$ cat config.mk
export PLATFORM = sky130hd
export DESIGN_NAME = gardner_loop_nco
export DESIGN_NICKNAME = d
export VERILOG_FILES = /design/src/rtl/gardner_loop_nco.sv
export SDC_FILE = /design/constraint.sdc
export NUM_CORES = 1
export LEC_CHECK = 0
export BUFFER_PORTS_ARGS = -buffer_cell sky130_fd_sc_hd__buf_2
export CAP_MARGIN = 20
export CORE_MARGIN = 3
export CORE_UTILIZATION = 26
export CTS_CLUSTER_DIAMETER = 100
export DETAILED_ROUTE_END_ITERATION = 6
export GPL_ROUTABILITY_DRIVEN = 0
export PLACE_DENSITY = 0.49
export SETUP_SLACK_MARGIN = 0.05
export SLEW_MARGIN = 0
export SYNTH_ARGS = -nofsm -noshare
export SYNTH_HDL_FRONTEND = slang
export SYNTH_SLANG_ARGS = --single-unit
$ cat constraint.sdc
create_clock -name clk_32M768 -period 20.1 [get_ports clk_32M768]
set_input_delay 0 -clock clk_32M768 [delete_from_list [all_inputs] [get_ports clk_32M768]]
set_output_delay 0 -clock clk_32M768 [all_outputs]
set_load 0.01 [all_outputs]
$ cat src/rtl/gardner_loop_nco.sv
// Gardner timing-recovery back-end: PI loop filter steering a decrementing modulo NCO.
// Define GARDNER_LOCK_DET_EN to build the lock detector; otherwise locked is tied low.
module gardner_loop_nco #(
  parameter int WIDTH     = 16,
  parameter int NCO_WIDTH = 24,
  parameter int SPS_LOG2  = 5,
  parameter int KP_SHIFT  = 4,
  parameter int KI_SHIFT  = 10,
  parameter int INT_LIM   = 131072,
  parameter int STEP_DEV  = 65536
) (
  input  logic                        clk_32M768,
  input  logic                        rst_n,
  input  logic                        enable,
  input  logic signed [WIDTH-1:0]     error_n,
  output logic                        strobe,
  output logic [15:0]                 mu,
  output logic signed [NCO_WIDTH-1:0] loop_out,
  output logic                        locked
);

  localparam int SW       = NCO_WIDTH + 2;
  localparam int W0_I     = 2 ** (NCO_WIDTH - SPS_LOG2);
  localparam int MU_SHIFT = NCO_WIDTH - SPS_LOG2 - 16;

  localparam logic [NCO_WIDTH-1:0]  W0       = NCO_WIDTH'(W0_I);
  localparam logic [NCO_WIDTH-1:0]  NCO_INIT = '1;
  localparam logic [NCO_WIDTH-1:0]  MU_MAX   = NCO_WIDTH'(16'hFFFF);
  localparam logic signed [SW-1:0]  INT_MAX  = SW'(INT_LIM);
  localparam logic signed [SW-1:0]  INT_MIN  = SW'(-INT_LIM);
  localparam logic signed [SW-1:0]  STEP_MIN = SW'(W0_I - STEP_DEV);
  localparam logic signed [SW-1:0]  STEP_MAX = SW'(W0_I + STEP_DEV);
  localparam logic signed [SW-1:0]  OUT_MAX  = SW'(2 ** (NCO_WIDTH - 1) - 1);
  localparam logic signed [SW-1:0]  OUT_MIN  = SW'(-(2 ** (NCO_WIDTH - 1)));

  function automatic logic [15:0] sat_mu(input logic [NCO_WIDTH-1:0] x);
    logic [NCO_WIDTH-1:0] s;
    s = x >> MU_SHIFT;
    if (s > MU_MAX) return 16'hFFFF;
    return s[15:0];
  endfunction

  function automatic logic signed [SW-1:0] sat_integ(input logic signed [SW-1:0] x);
    if (x > INT_MAX) return INT_MAX;
    if (x < INT_MIN) return INT_MIN;
    return x;
  endfunction

  function automatic logic [NCO_WIDTH-1:0] clamp_step(input logic signed [SW-1:0] x);
    logic signed [SW-1:0] t;
    t = SW'(W0_I) + x;
    if (t > STEP_MAX) t = STEP_MAX;
    if (t < STEP_MIN) t = STEP_MIN;
    return t[NCO_WIDTH-1:0];
  endfunction

  function automatic logic signed [NCO_WIDTH-1:0] sat_out(input logic signed [SW-1:0] x);
    logic signed [SW-1:0] t;
    t = x;
    if (t > OUT_MAX) t = OUT_MAX;
    if (t < OUT_MIN) t = OUT_MIN;
    return t[NCO_WIDTH-1:0];
  endfunction

  logic [NCO_WIDTH-1:0] nco;
  logic [NCO_WIDTH-1:0] step;
  logic signed [SW-1:0] integ;
  logic signed [SW-1:0] e_ext;
  logic signed [SW-1:0] integ_next;
  logic signed [SW-1:0] v;
  logic                 underflow;

  assign e_ext      = SW'(error_n);
  assign integ_next = sat_integ(integ + (e_ext >>> KI_SHIFT));
  assign v          = (e_ext >>> KP_SHIFT) + integ_next;
  assign underflow  = (nco < step);

  // NCO: the plain subtract wraps modulo 2^NCO_WIDTH, so no explicit add-back is needed
  always_ff @(posedge clk_32M768 or negedge rst_n) begin
    if (!rst_n) begin
      nco      <= NCO_INIT;
      step     <= W0;
      integ    <= '0;
      loop_out <= '0;
      strobe   <= 1'b0;
      mu       <= '0;
    end else begin
      nco    <= nco - step;
      strobe <= underflow;
      if (underflow) mu <= sat_mu(nco);
      if (!enable) begin
        integ    <= '0;
        loop_out <= '0;
        step     <= W0;
      end else if (strobe) begin
        integ    <= integ_next;
        loop_out <= sat_out(v);
        step     <= clamp_step(v);
      end
    end
  end

`ifdef GARDNER_LOCK_DET_EN
  localparam logic signed [SW-1:0] LOCK_THR = SW'(2048);

  logic [5:0] below_cnt;
  logic [2:0] above_cnt;
  logic       below_thr;

  assign below_thr = (e_ext < LOCK_THR) && (e_ext > -LOCK_THR);

  // Lock detector: 64 quiet strobes to lock, 8 noisy strobes in a row to drop it
  always_ff @(posedge clk_32M768 or negedge rst_n) begin
    if (!rst_n) begin
      below_cnt <= '0;
      above_cnt <= '0;
      locked    <= 1'b0;
    end else if (!enable) begin
      below_cnt <= '0;
      above_cnt <= '0;
      locked    <= 1'b0;
    end else if (strobe) begin
      if (below_thr) begin
        above_cnt <= '0;
        if (below_cnt == 6'd63) locked <= 1'b1;
        else below_cnt <= below_cnt + 6'd1;
      end else begin
        below_cnt <= '0;
        if (locked) begin
          if (above_cnt == 3'd7) begin
            locked    <= 1'b0;
            above_cnt <= '0;
          end else begin
            above_cnt <= above_cnt + 3'd1;
          end
        end else begin
          above_cnt <= '0;
        end
      end
    end
  end
`else
  assign locked = 1'b0;
`endif

endmodule

==> insert_results.sql <==
INSERT INTO impl_metrics (metric_group, metric, value, unit) VALUES
('clock_tree', 'cts_tree', 'yes', ''),
('setup_path', 'delay_of_the_slowest_cell_on_the_worst_path', '660', 'ps'),
('setup_path', 'crit_slowest_cell', 'nand3_1', ''),
('synth', 'synthTopCellsByArea', 'dfrtp_1, ha_1, dfstp_2', ''),
('synth', 'yosys.cell_count.top_type', 'nand2_1', ''),
('setup_path', 'data_arrival_at_the_endpoint_of_the_critical_path', '9790', 'ps'),
('global_routing', 'grt_start_max_net_pins', '76', ''),
('global_routing', 'grt_overflow', '0', ''),
('timing', 'maxSlewHeadroom', '32.98', '%'),
('routing', 'totalWireLength', '26570', 'µm'),
('routing', 'drt-pass1-iter-count', '5', ''),
('synth', 'synth_cells', '1128', ''),
('timing', 'finalHoldViolations', '0', ''),
('timing', 'drv_slew', '0', ''),
('die', 'core_area', '0.03583', 'mm²'),
('setup_path', 'critPathRequiredTime', '20450', 'ps'),
('die', 'floorplan.initialDensity', '26.53', '%'),
('setup_path', 'timing.critical_path.fanout_max', '22', ''),
('finish', 'finalNetCount', '1254', ''),
('finish', 'drive_above_1_share', '13.64', '%'),
('power_and_ir_drop', 'intPower', '810.7', 'µW'),
('power_and_ir_drop', 'relative_contribution_of_sequential_cells_to_total_power', '24.4', '%'),
('die', 'die_area', '0.03889', 'mm²'),
('status', 'outcome', 'completed', ''),
('global_routing', 'initial_antenna_violation_count', '0', ''),
('synth', 'synth_top_area_cell', 'dfrtp_1', ''),
('finish', 'final_antenna_diode_count', '0', ''),
('power_and_ir_drop', 'powerDensity', '135.7', 'mW/mm²'),
('power_and_ir_drop', 'combPwrFrac', '53.8', '%'),
('power_and_ir_drop', 'maximum_vdd_ir_drop', '0.00005955', 'V'),
('min_path', 'hp-class', 'primary input to flop', ''),
('finish', 'fin_util', '30.25', '%'),
('finish', 'fin_area', '0.01084', 'mm²'),
('synth', 'synth_cell_type_count', '90', ''),
('setup_path', 'crit_path_frequent_cell', 'ha_1', ''),
('synth', 'synth_flop_cell', 'dfrtp_1', ''),
('synth', 'synth_top_cells_by_count', 'nand2_1, dfrtp_1, o21ai_0', ''),
('routing', 'wl_per_cell', '16.26', 'µm'),
('routing', 'detail_route.vias_per_cell', '5.118', ''),
('synth', 'number_of_enable_flip_flop_cells_after_synthesis', '0', ''),
('clock_tree', 'clockBufferDepth', '2', ''),
('place', 'dp_slack', '10760', 'ps'),
('power_and_ir_drop', 'switching_share', '44.88', '%'),
('timing', 'achievable-frequency', '105.9', 'MHz'),
('place', 'detailed_placement_hpwl', '20000', 'µm'),
('place', 'placed_area', '0.01020', 'mm²'),
('global_routing', 'grt_first_pass_wirelength', '44510', 'µm'),
('routing', 'detail_route.iter0.violations', '529', ''),
('timing', 'setup_tns', '0', 'ps'),
('die', 'die_w', '197.2', 'µm'),
('synth', 'postSynthRegisterBits', '115', ''),
('finish', 'syn2layout_area_growth', '14.03', '%'),
('synth', 'synth.cell_area', '0.009505', 'mm²'),
('global_routing', 'grt_pass1_vias', '8365', ''),
('clock_tree', 'cts_root_buf', 'clkbuf_16', ''),
('synth', 'synth_top_cell_area_share', '23.69', '%'),
('place', 'place.port_buffers', '55', ''),
('timing', 'fin_worst_hold_slack', '68.10', 'ps'),
('synth', 'postSynthAreaPerCell', '8.427', 'µm²'),
('routing', 'post_route_antenna_net_violation_count', '0', ''),
('die', 'std_cell_rows', '69', ''),
('run', 'drv_cap', '0', ''),
('power_and_ir_drop', 'total_switching_power', '660.0', 'µW'),
('timing', 'final-setup-viol-count', '0', ''),
('synth', 'synth_nets', '1222', ''),
('power_and_ir_drop', 'p_leak', '0.004641', 'µW'),
('routing', 'routed-via-count', '8363', ''),
('clock_tree', 'worstSkewPairLatency', '430', 'ps'),
('clock_tree', 'htree_num_levels', '4', ''),
('timing', 'timing_worst_slew_pin_value', '1002', 'ps'),
('timing', 'final.period_utilization', '46.99', '%');
## final timing paths
check | start | endpoint | slack [ps] | depth (start not counted)
max | integ[0] | step[0] | 10660 | 31
min | error_n[4] | loop_out[0] | 70 | 4
max reg2reg | integ[0] | step[0] | 10660 | 31
min reg2reg | loop_out[1] | loop_out[1] | 480 | 2
max in group asynchronous | rst_n | integ[16] | 18630 | 3
min in group asynchronous | rst_n | mu[0] | 250 | 2
## registers in the layout, indices dropped and copies added, names as in the netlist
register,flops
step,24
loop_out,24
mu,16
strobe,1
integ,26
nco,24
## layout by cell type (no fill, tap or decap), types with 6 or more instances in the layout
cell type,instances
o21ai_1,24
and2_1,29
or4_1,7
dfstp_2,25
nor2_1,79
o2111ai_1,18
o211ai_1,10
a21boi_0,11
dfrtp_1,90
nand4_1,13
a22o_1,10
mux2i_1,6
a21o_1,39
nand2b_1,13
a211oi_1,13
ha_1,72
xnor2_1,37
nand3_1,24
o21ai_0,79
nand2_1,117
nor3_1,18
nor2b_1,17
o21bai_1,12
inv_1,57
buf_2,54
xor2_1,15
a31oi_1,10
buf_4,9
clkbuf_16,17
a21oi_1,76
or3_1,21
and3_1,10
mux2_2,15
## metrics by stage
stage / total power (µW) / std cells
4_1_cts: 1486 / 1633
6_report: 1471 / 1634
5_1_grt: 1607 / 1634
3_3_place_gp: 1145 / 1598
2_1_floorplan: 949.5 / 1128
3_5_place_dp: 1156 / 1599
## critical path: cells and delay by family (launching register included)
family	cells	cell delay (ps)
AO/OA/AOI/OAI	14	3530
adder cells (fa/ha/maj)	4	1010
buffers and inverters	3	600
AND/OR/NAND/NOR	10	3820
flip-flops	1	390
## layer usage
| layer | part of all wire, % | vias up | track usage (%) |
|---|---|---|---|
| met4 | 1.6 | 0 | 3.537 |
| met1 | 48 | 4002 | 18.60 |
| met2 | 48 | 133 | 23.94 |
| met5 | 0 | - | 0 |
| met3 | 2.5 | 37 | 2.405 |
| li1 | - | 4191 | - |
## power groups by stage
stage	clock network [µW]	registers [µW]	logic [µW]
floorplan	0	363	587
global placement	0	364	781
detailed placement	0	365	791
CTS	329	361	797
global route	337	369	900
finish	320	359	791
## kinds of logic after synthesis
| kind of cell | Yosys count | synth area share (%) |
|---|---|---|
| simple gates | 381 | 20.39 |
| fa+ha+maj | 77 | 10.32 |
| other cells | 1 | 0.03945 |
| buf+inv | 109 | 4.607 |
| mux | 21 | 2.409 |
| xor+xnor | 55 | 5.371 |
| flops | 115 | 30.60 |
| compound gates | 369 | 26.26 |
## layout make-up
type,count,area [µm²]
Timing Repair Buffer,65,357.8
Inverter,57,214.0
Tap cell,461,576.8
Multi-Input combinational cell,904,6172
Fill cell,3783,24990
Clock buffer,18,429.2
Clock inverter,14,180.2
Sequential cell,115,2909
## timing repair
| item | 4_1_cts | 5_1_grt |
|---|---|---|
| endpoints found under the hold margin | 51 | 0 |
| hold buffers | 2 | 0 |
| setup buffers | 0 | 0 |
| gates resized for setup | 0 | 0 |
No activity file was read; power rests on OpenSTA's default activity.
